==> src/rtl/fma16_op_sched.sv <==
// Two-port round-robin sequencer for the combinational fma16 datapath, treated as a DP_LAT-cycle multicycle path.
// Optional sticky flag accumulator enabled by defining FMA16_SCHED_STICKY_FLAGS_EN.
module fma16_op_sched #(
  parameter int DP_LAT = 3
) (
  input  logic        clk,
  input  logic        reset,
  input  logic [1:0]  req_valid,
  output logic [1:0]  req_ready,
  input  logic [31:0] req_x,
  input  logic [31:0] req_y,
  input  logic [31:0] req_z,
  input  logic [11:0] req_ctl,
  input  logic        flush,
  output logic [15:0] dp_x,
  output logic [15:0] dp_y,
  output logic [15:0] dp_z,
  output logic [5:0]  dp_ctl,
  input  logic [15:0] dp_result,
  input  logic [3:0]  dp_flags,
  output logic        rsp_valid,
  input  logic        rsp_ready,
  output logic [15:0] rsp_result,
  output logic [3:0]  rsp_flags,
  output logic        rsp_id,
  output logic        busy
`ifdef FMA16_SCHED_STICKY_FLAGS_EN
  ,
  input  logic        flags_clr,
  output logic [3:0]  sticky_flags
`endif
);

  localparam int DATA_W = 16;
  localparam int CTL_W  = 6;

  generate
    if (DP_LAT < 1 || DP_LAT > 15) begin : g_lat_check
      $error("fma16_op_sched: DP_LAT must lie in 1..15");
    end
  endgenerate

  localparam logic [3:0] LP_CNT_INIT = 4'(DP_LAT - 1);

  typedef enum logic [1:0] {
    S_IDLE = 2'd0,
    S_WAIT = 2'd1,
    S_DONE = 2'd2
  } state_t;

  state_t              r_state;
  logic [3:0]          r_cnt;
  logic                r_last_grant;
  logic [DATA_W-1:0]   r_x;
  logic [DATA_W-1:0]   r_y;
  logic [DATA_W-1:0]   r_z;
  logic [CTL_W-1:0]    r_ctl;
  logic [DATA_W-1:0]   r_rsp_result;
  logic [3:0]          r_rsp_flags;
  logic                r_rsp_id;
  logic                r_rsp_valid;
  logic                r_busy;

  logic                w_grant;
  logic                w_accept;
  logic                w_capture;
  logic [DATA_W-1:0]   w_sel_x;
  logic [DATA_W-1:0]   w_sel_y;
  logic [DATA_W-1:0]   w_sel_z;
  logic [CTL_W-1:0]    w_sel_ctl;

  // On a tie the requester that did not win last time is served.
  assign w_grant   = (req_valid == 2'b11) ? ~r_last_grant : req_valid[1];
  assign w_accept  = (r_state == S_IDLE) && (|req_valid) && !flush;
  assign w_capture = (r_state == S_WAIT) && !flush && (r_cnt == 4'd0);

  assign w_sel_x   = w_grant ? req_x[31:16]  : req_x[15:0];
  assign w_sel_y   = w_grant ? req_y[31:16]  : req_y[15:0];
  assign w_sel_z   = w_grant ? req_z[31:16]  : req_z[15:0];
  assign w_sel_ctl = w_grant ? req_ctl[11:6] : req_ctl[5:0];

  always_comb begin
    req_ready = 2'b00;
    if (w_accept) req_ready[w_grant] = 1'b1;
  end

  assign dp_x       = r_x;
  assign dp_y       = r_y;
  assign dp_z       = r_z;
  assign dp_ctl     = r_ctl;
  assign rsp_valid  = r_rsp_valid;
  assign rsp_result = r_rsp_result;
  assign rsp_flags  = r_rsp_flags;
  assign rsp_id     = r_rsp_id;
  assign busy       = r_busy;

  always_ff @(posedge clk or posedge reset) begin
    if (reset) begin
      r_state      <= S_IDLE;
      r_cnt        <= 4'd0;
      r_last_grant <= 1'b1;
      r_x          <= '0;
      r_y          <= '0;
      r_z          <= '0;
      r_ctl        <= '0;
      r_rsp_result <= '0;
      r_rsp_flags  <= '0;
      r_rsp_id     <= 1'b0;
      r_rsp_valid  <= 1'b0;
      r_busy       <= 1'b0;
    end else begin
      case (r_state)
        S_IDLE: begin
          if (w_accept) begin
            r_x          <= w_sel_x;
            r_y          <= w_sel_y;
            r_z          <= w_sel_z;
            r_ctl        <= w_sel_ctl;
            r_last_grant <= w_grant;
            r_cnt        <= LP_CNT_INIT;
            r_state      <= S_WAIT;
            r_busy       <= 1'b1;
          end
        end
        S_WAIT: begin
          if (flush) begin
            r_state <= S_IDLE;
            r_busy  <= 1'b0;
          end else if (r_cnt == 4'd0) begin
            // Operands have been stable for DP_LAT cycles: sample the datapath.
            r_rsp_result <= dp_result;
            r_rsp_flags  <= dp_flags;
            r_rsp_id     <= r_last_grant;
            r_rsp_valid  <= 1'b1;
            r_state      <= S_DONE;
          end else begin
            r_cnt <= r_cnt - 4'd1;
          end
        end
        S_DONE: begin
          if (flush || rsp_ready) begin
            r_rsp_valid <= 1'b0;
            r_busy      <= 1'b0;
            r_state     <= S_IDLE;
          end
        end
        default: begin
          r_state     <= S_IDLE;
          r_rsp_valid <= 1'b0;
          r_busy      <= 1'b0;
        end
      endcase
    end
  end

`ifdef FMA16_SCHED_STICKY_FLAGS_EN
  logic [3:0] r_sticky;

  // A clear coinciding with a capture leaves only the new flags.
  always_ff @(posedge clk or posedge reset) begin
    if (reset) begin
      r_sticky <= 4'b0000;
    end else if (w_capture) begin
      r_sticky <= (flags_clr ? 4'b0000 : r_sticky) | dp_flags;
    end else if (flags_clr) begin
      r_sticky <= 4'b0000;
    end
  end

  assign sticky_flags = r_sticky;
`endif

endmodule

==> config.mk <==
export PLATFORM = sky130hd
export DESIGN_NAME = fma16_op_sched
export DESIGN_NICKNAME = d
export VERILOG_FILES = /design/src/rtl/fma16_op_sched.sv
export SDC_FILE = /design/constraint.sdc
export NUM_CORES = 1
export LEC_CHECK = 0
export ABC_AREA = 0
export BUFFER_PORTS_ARGS = -buffer_cell sky130_fd_sc_hd__buf_2
export CORE_UTILIZATION = 40
export CTS_CLUSTER_SIZE = 28
export DETAILED_ROUTE_END_ITERATION = 7
export PLACE_DENSITY = 0.85
export SLEW_MARGIN = 25
export SYNTH_ARGS = -nofsm -noshare
export SYNTH_HDL_FRONTEND = slang
export SYNTH_SLANG_ARGS = --single-unit
export TNS_END_PERCENT = 1
==> constraint.sdc <==
create_clock -name clk -period 5.1 [get_ports clk]
set_clock_uncertainty 0.15 [all_clocks]
set_input_delay 0 -clock clk [delete_from_list [all_inputs] [get_ports clk]]
set_output_delay 0 -clock clk [all_outputs]
set_load 0.03 [all_outputs]
==> flow_summary.yaml, run 1 <==
yosys:
  ys_ff_latch: 84
  synth_edf_count: 0
  ys.flop_type: "dfrtp_1"
  yosysTopAreaCellShare: 0.592
  synth_fp_nets: 416
  synth_area_per_cell_um2: 12.5
  synth_common_cells: "dfrtp_1, inv_1, a222oi_1"
  synthCells: 281
  async_flop_share: 1.00
  yosysSeqAreaShare: 0.599
  yosysMostFrequentCell: "dfrtp_1"
  ys_types: 30
  yosys.area.top_type: "dfrtp_1"
  yosys_warnings: 0
  netlist_top_cells_area: "dfrtp_1, a222oi_1, mux2_2"
  synth_area_um2: 3510
placed_design:
  dp_hpwl_mm: 6.39
  numPlacedInstances: 578
  io_buffers: 212
  gp_congestion: 0.775
floorplan:
  die_y_um: 95.7
  io_pins: 213
  num_rows: 33
  die_x_um: 95.7
  start_util: 0.421
status:
  stop_stage: "clock tree synthesis (4_1_cts)"
  firstError: "[ERROR RSZ-0060] Max buffer count reached."
  status: "aborted with a tool error"
clock_tree:
  postCtsSetupBuffers: 0
  cts_htree_levels: 3
  cts-root-buf: "clkbuf_8"
  cts_sinks: 84
  cts_resized: 0
  cts_hold_buffers: 119
  cts_made_buffers: 9
  cts_buffer_depth: 2
==> cells by family after synthesis <==
kind of cell	after synthesis	share of synthesized area
flops	84	0.599
buf+inv	80	0.104
compound gates	70	0.183
simple gates	25	0.0431
mux	21	0.0674
fa+ha+maj	1	0.00356
==> stage by stage <==
| step | worst slack, ps | instance area (um2) | util | hold WS (ps) |
|---|---|---|---|---|
| detailed placement | 2860 | 4580 | 0.549 | 62.6 |
| floorplan | 2790 | 3510 | - | -86.9 |
| global placement | 2980 | 4580 | 0.549 | 55.2 |
==> inputs of run 2 (changes only) <==
--- a/config.mk
+++ b/config.mk
@@ -7,10 +7,9 @@
 export LEC_CHECK = 0
 export ABC_AREA = 0
 export BUFFER_PORTS_ARGS = -buffer_cell sky130_fd_sc_hd__buf_2
-export CORE_UTILIZATION = 40
-export CTS_CLUSTER_SIZE = 28
+export CORE_UTILIZATION = 25
 export DETAILED_ROUTE_END_ITERATION = 7
-export PLACE_DENSITY = 0.85
+export PLACE_DENSITY_LB_ADDON = 0.15
 export SLEW_MARGIN = 25
 export SYNTH_ARGS = -nofsm -noshare
 export SYNTH_HDL_FRONTEND = slang
==> flow_summary.yaml, run 2 <==
grt:
  grt_pass1_vias: 3887
  grtUsageTotal: 0.164
  grt_max_degree: 85
  grt_antenna_before_repair: 1
  grt_overflow: 0
  grt_pass1_wl_mm: 18.3
placed_design:
  numPlacedInstances: 649
  dp_hpwl_mm: 6.88
  preCtsSetupSlack_ps: 2810
  io_buffers: 212
  gp_congestion: 0.715
yosys:
  ys.flop_type: "dfrtp_1"
  synth_common_cells: "dfrtp_1, inv_1, a222oi_1"
  synth_xor_area_frac: 0
  yosysMostFrequentCell: "dfrtp_1"
  synth-compound-area-share: 0.183
  netlist_top_cells_area: "dfrtp_1, a222oi_1, mux2_2"
  yosys_warnings: 0
  synth_area_per_cell_um2: 12.5
  synth_fp_nets: 416
  ys_types: 30
  async_flop_share: 1.00
  synth_mux_area_frac: 0.0674
  ys_ff_latch: 84
  synth_top_family_by_area: "compound AO/OA/AOI/OAI gates"
  synth_edf_count: 0
  synthCells: 281
  synth_fa_ha_area_frac: 0.00356
  synth_area_um2: 3510
  yosys.area.top_type: "dfrtp_1"
  yosysTopAreaCellShare: 0.592
  yosysSeqAreaShare: 0.599
  synth-simple-area-share: 0.0431
sta:
  tns_ps: 0
  timing.final.crit_share: 0.533
  period_needed_ps: 2720
  rsz0062_at_grt: "no"
  finalSetupViolations: 0
  timing.final.ws_setup_ps: 2380
  hold_violations: 0
  clock.fmax_mhz: 368
  tightest_slew_ps: 808
  maxSlewHeadroom: 0.459
  drv_slew: 0
layout:
  drive_gt1_frac: 0.420
  layout.nets: 752
  final_cells: 799
  multi_input_area_um2: 1060
  fin_util: 0.472
  final_cell_mix: "buf_2, dlygate4sd3_1, dfrtp_1"
  final_common_cell: "buf_2"
  syn_to_final_growth_pct: 80.8
  fill_cells: 1267
  regArea_um2: 2100
setup_path:
  critical_path_class: "reg2reg"
  critPathRequiredTime_ps: 5190
  crit_path_end_kind: "flop"
  cp_max_fo: 32
  startpoint_type: "flop"
  arrival_ps: 2800
floorplan:
  dieArea_um2: 14500
  die_y_um: 121
  num_rows: 42
  start_util: 0.261
  core_area_um2: 13500
  io_pins: 213
  die_x_um: 121
job:
  cap_violations: 0
clock_tree:
  cts_resized: 0
  cts.reportedPaths.clkPinSlew_ps: 60
  cts-root-buf: "clkbuf_16"
  cts_made_buffers: 9
  cts_buffer_depth: 2
  clk_latency_ps: 340
  cts_tree: "done"
  postCtsSetupBuffers: 0
  cts_htree_levels: 3
  cts_sinks: 84
drt:
  dr.pass1.iters: 8
  postRouteAntennaNets: 0
  drtIter0Drc: 334
  drt_wl_total_mm: 11.5
  vias: 3676
  wl_per_cell_um: 14.4
  drt-vias-per-instance: 4.60
  drc: 4
status:
  violations: "DRC"
  status: "complete, but fails checks"
hold_path:
  hp-class: "in2reg"
power_and_ir_drop:
  powerDensity_nw_per_um2: 601
  max-vdd-ir-drop_mv: 0.321
  p_leak_nw: 3.28
run 2: cell counts after synthesis:
Identical to the previous run, type by type.
run 2: kinds of logic (layout without fill, tap and decap cells):
group	after synthesis	after routing
flip-flops	84	84
buffers and inverters	80	421
AO/OA/AOI/OAI	70	70
AND/OR/NAND/NOR	25	25
multiplexers	21	21
adder cells (fa/ha/maj)	1	1
other	0	1
run 2: worst max-delay path, stage by stage, from the launching register on:
cell           delay [ps]
dfrtp_1               500
nor3_4                290
o21ai_4               260
buf_4                 340
a222oi_1              400
dlygate4sd3_1         600
inv_1                  40
run 2: power by group:
| part | switching [mW] | total, mW | internal [mW] |
|---|---|---|---|
| logic | 1.07 | 1.89 | 0.822 |
| registers | 0.208 | 1.20 | 0.991 |
| clock network | 0.262 | 0.719 | 0.456 |
run 2: what timing repair did:
item	in CTS	in global routing
hold buffers	133	0
hold endpoints to repair	160	0
setup endpoints to repair	0	0
run 2: final timing paths:
check	start	endpoint	slack [ps]	depth (start not counted)
worst min-delay path	req_valid[1]	busy$_DFFE_PP0P_	30	3
worst max-delay path	r_state[0]$_DFFE_PP0P_	dp_x[3]$_DFFE_PP0P_	2380	6
worst max register to register	r_state[0]$_DFFE_PP0P_	dp_x[3]$_DFFE_PP0P_	2380	6
min in group asynchronous	reset	dp_x[4]$_DFFE_PP0P_	250	4
worst min register to register	r_last_grant$_DFFE_PP1P_	r_last_grant$_DFFE_PP1P_	330	2
max in group asynchronous	reset	rsp_id$_DFFE_PP0P_	4010	4
run 2: cell type report:
type | instances | area share
Tap cell | 176 | 0.0347
Clock inverter | 5 | 0.0128
Multi-Input combinational cell | 117 | 0.166
Clock buffer | 11 | 0.0398
Antenna cell | 1 | 0.000394
Inverter | 58 | 0.0345
Timing Repair Buffer | 347 | 0.380
Sequential cell | 84 | 0.331
run 2: metal layers:
| metal | global-route usage | wire (um) | up-vias |
|---|---|---|---|
| li1 | - | - | 1722 |
| met1 | 0.191 | 4670 | 1763 |
| met2 | 0.274 | 5740 | 164 |
| met3 | 0.0382 | 786 | 27 |
| met4 | 0.0988 | 334 | 0 |
| met5 | 0 | 0 | - |
run 2: metrics by stage:
stage / area (um2) / power, mW / hold slack [ps]
2_1_floorplan: 3510 / 2.26 / -86.9
3_3_place_gp: 4670 / 2.74 / 55.7
3_5_place_dp: 4670 / 2.74 / 62.6
4_1_cts: 6340 / 3.83 / 0.173
5_1_grt: 6350 / 4.04 / 77.0
6_report: 6350 / 3.81 / 27.9
Note: power is estimated with default switching activity, not from simulation.
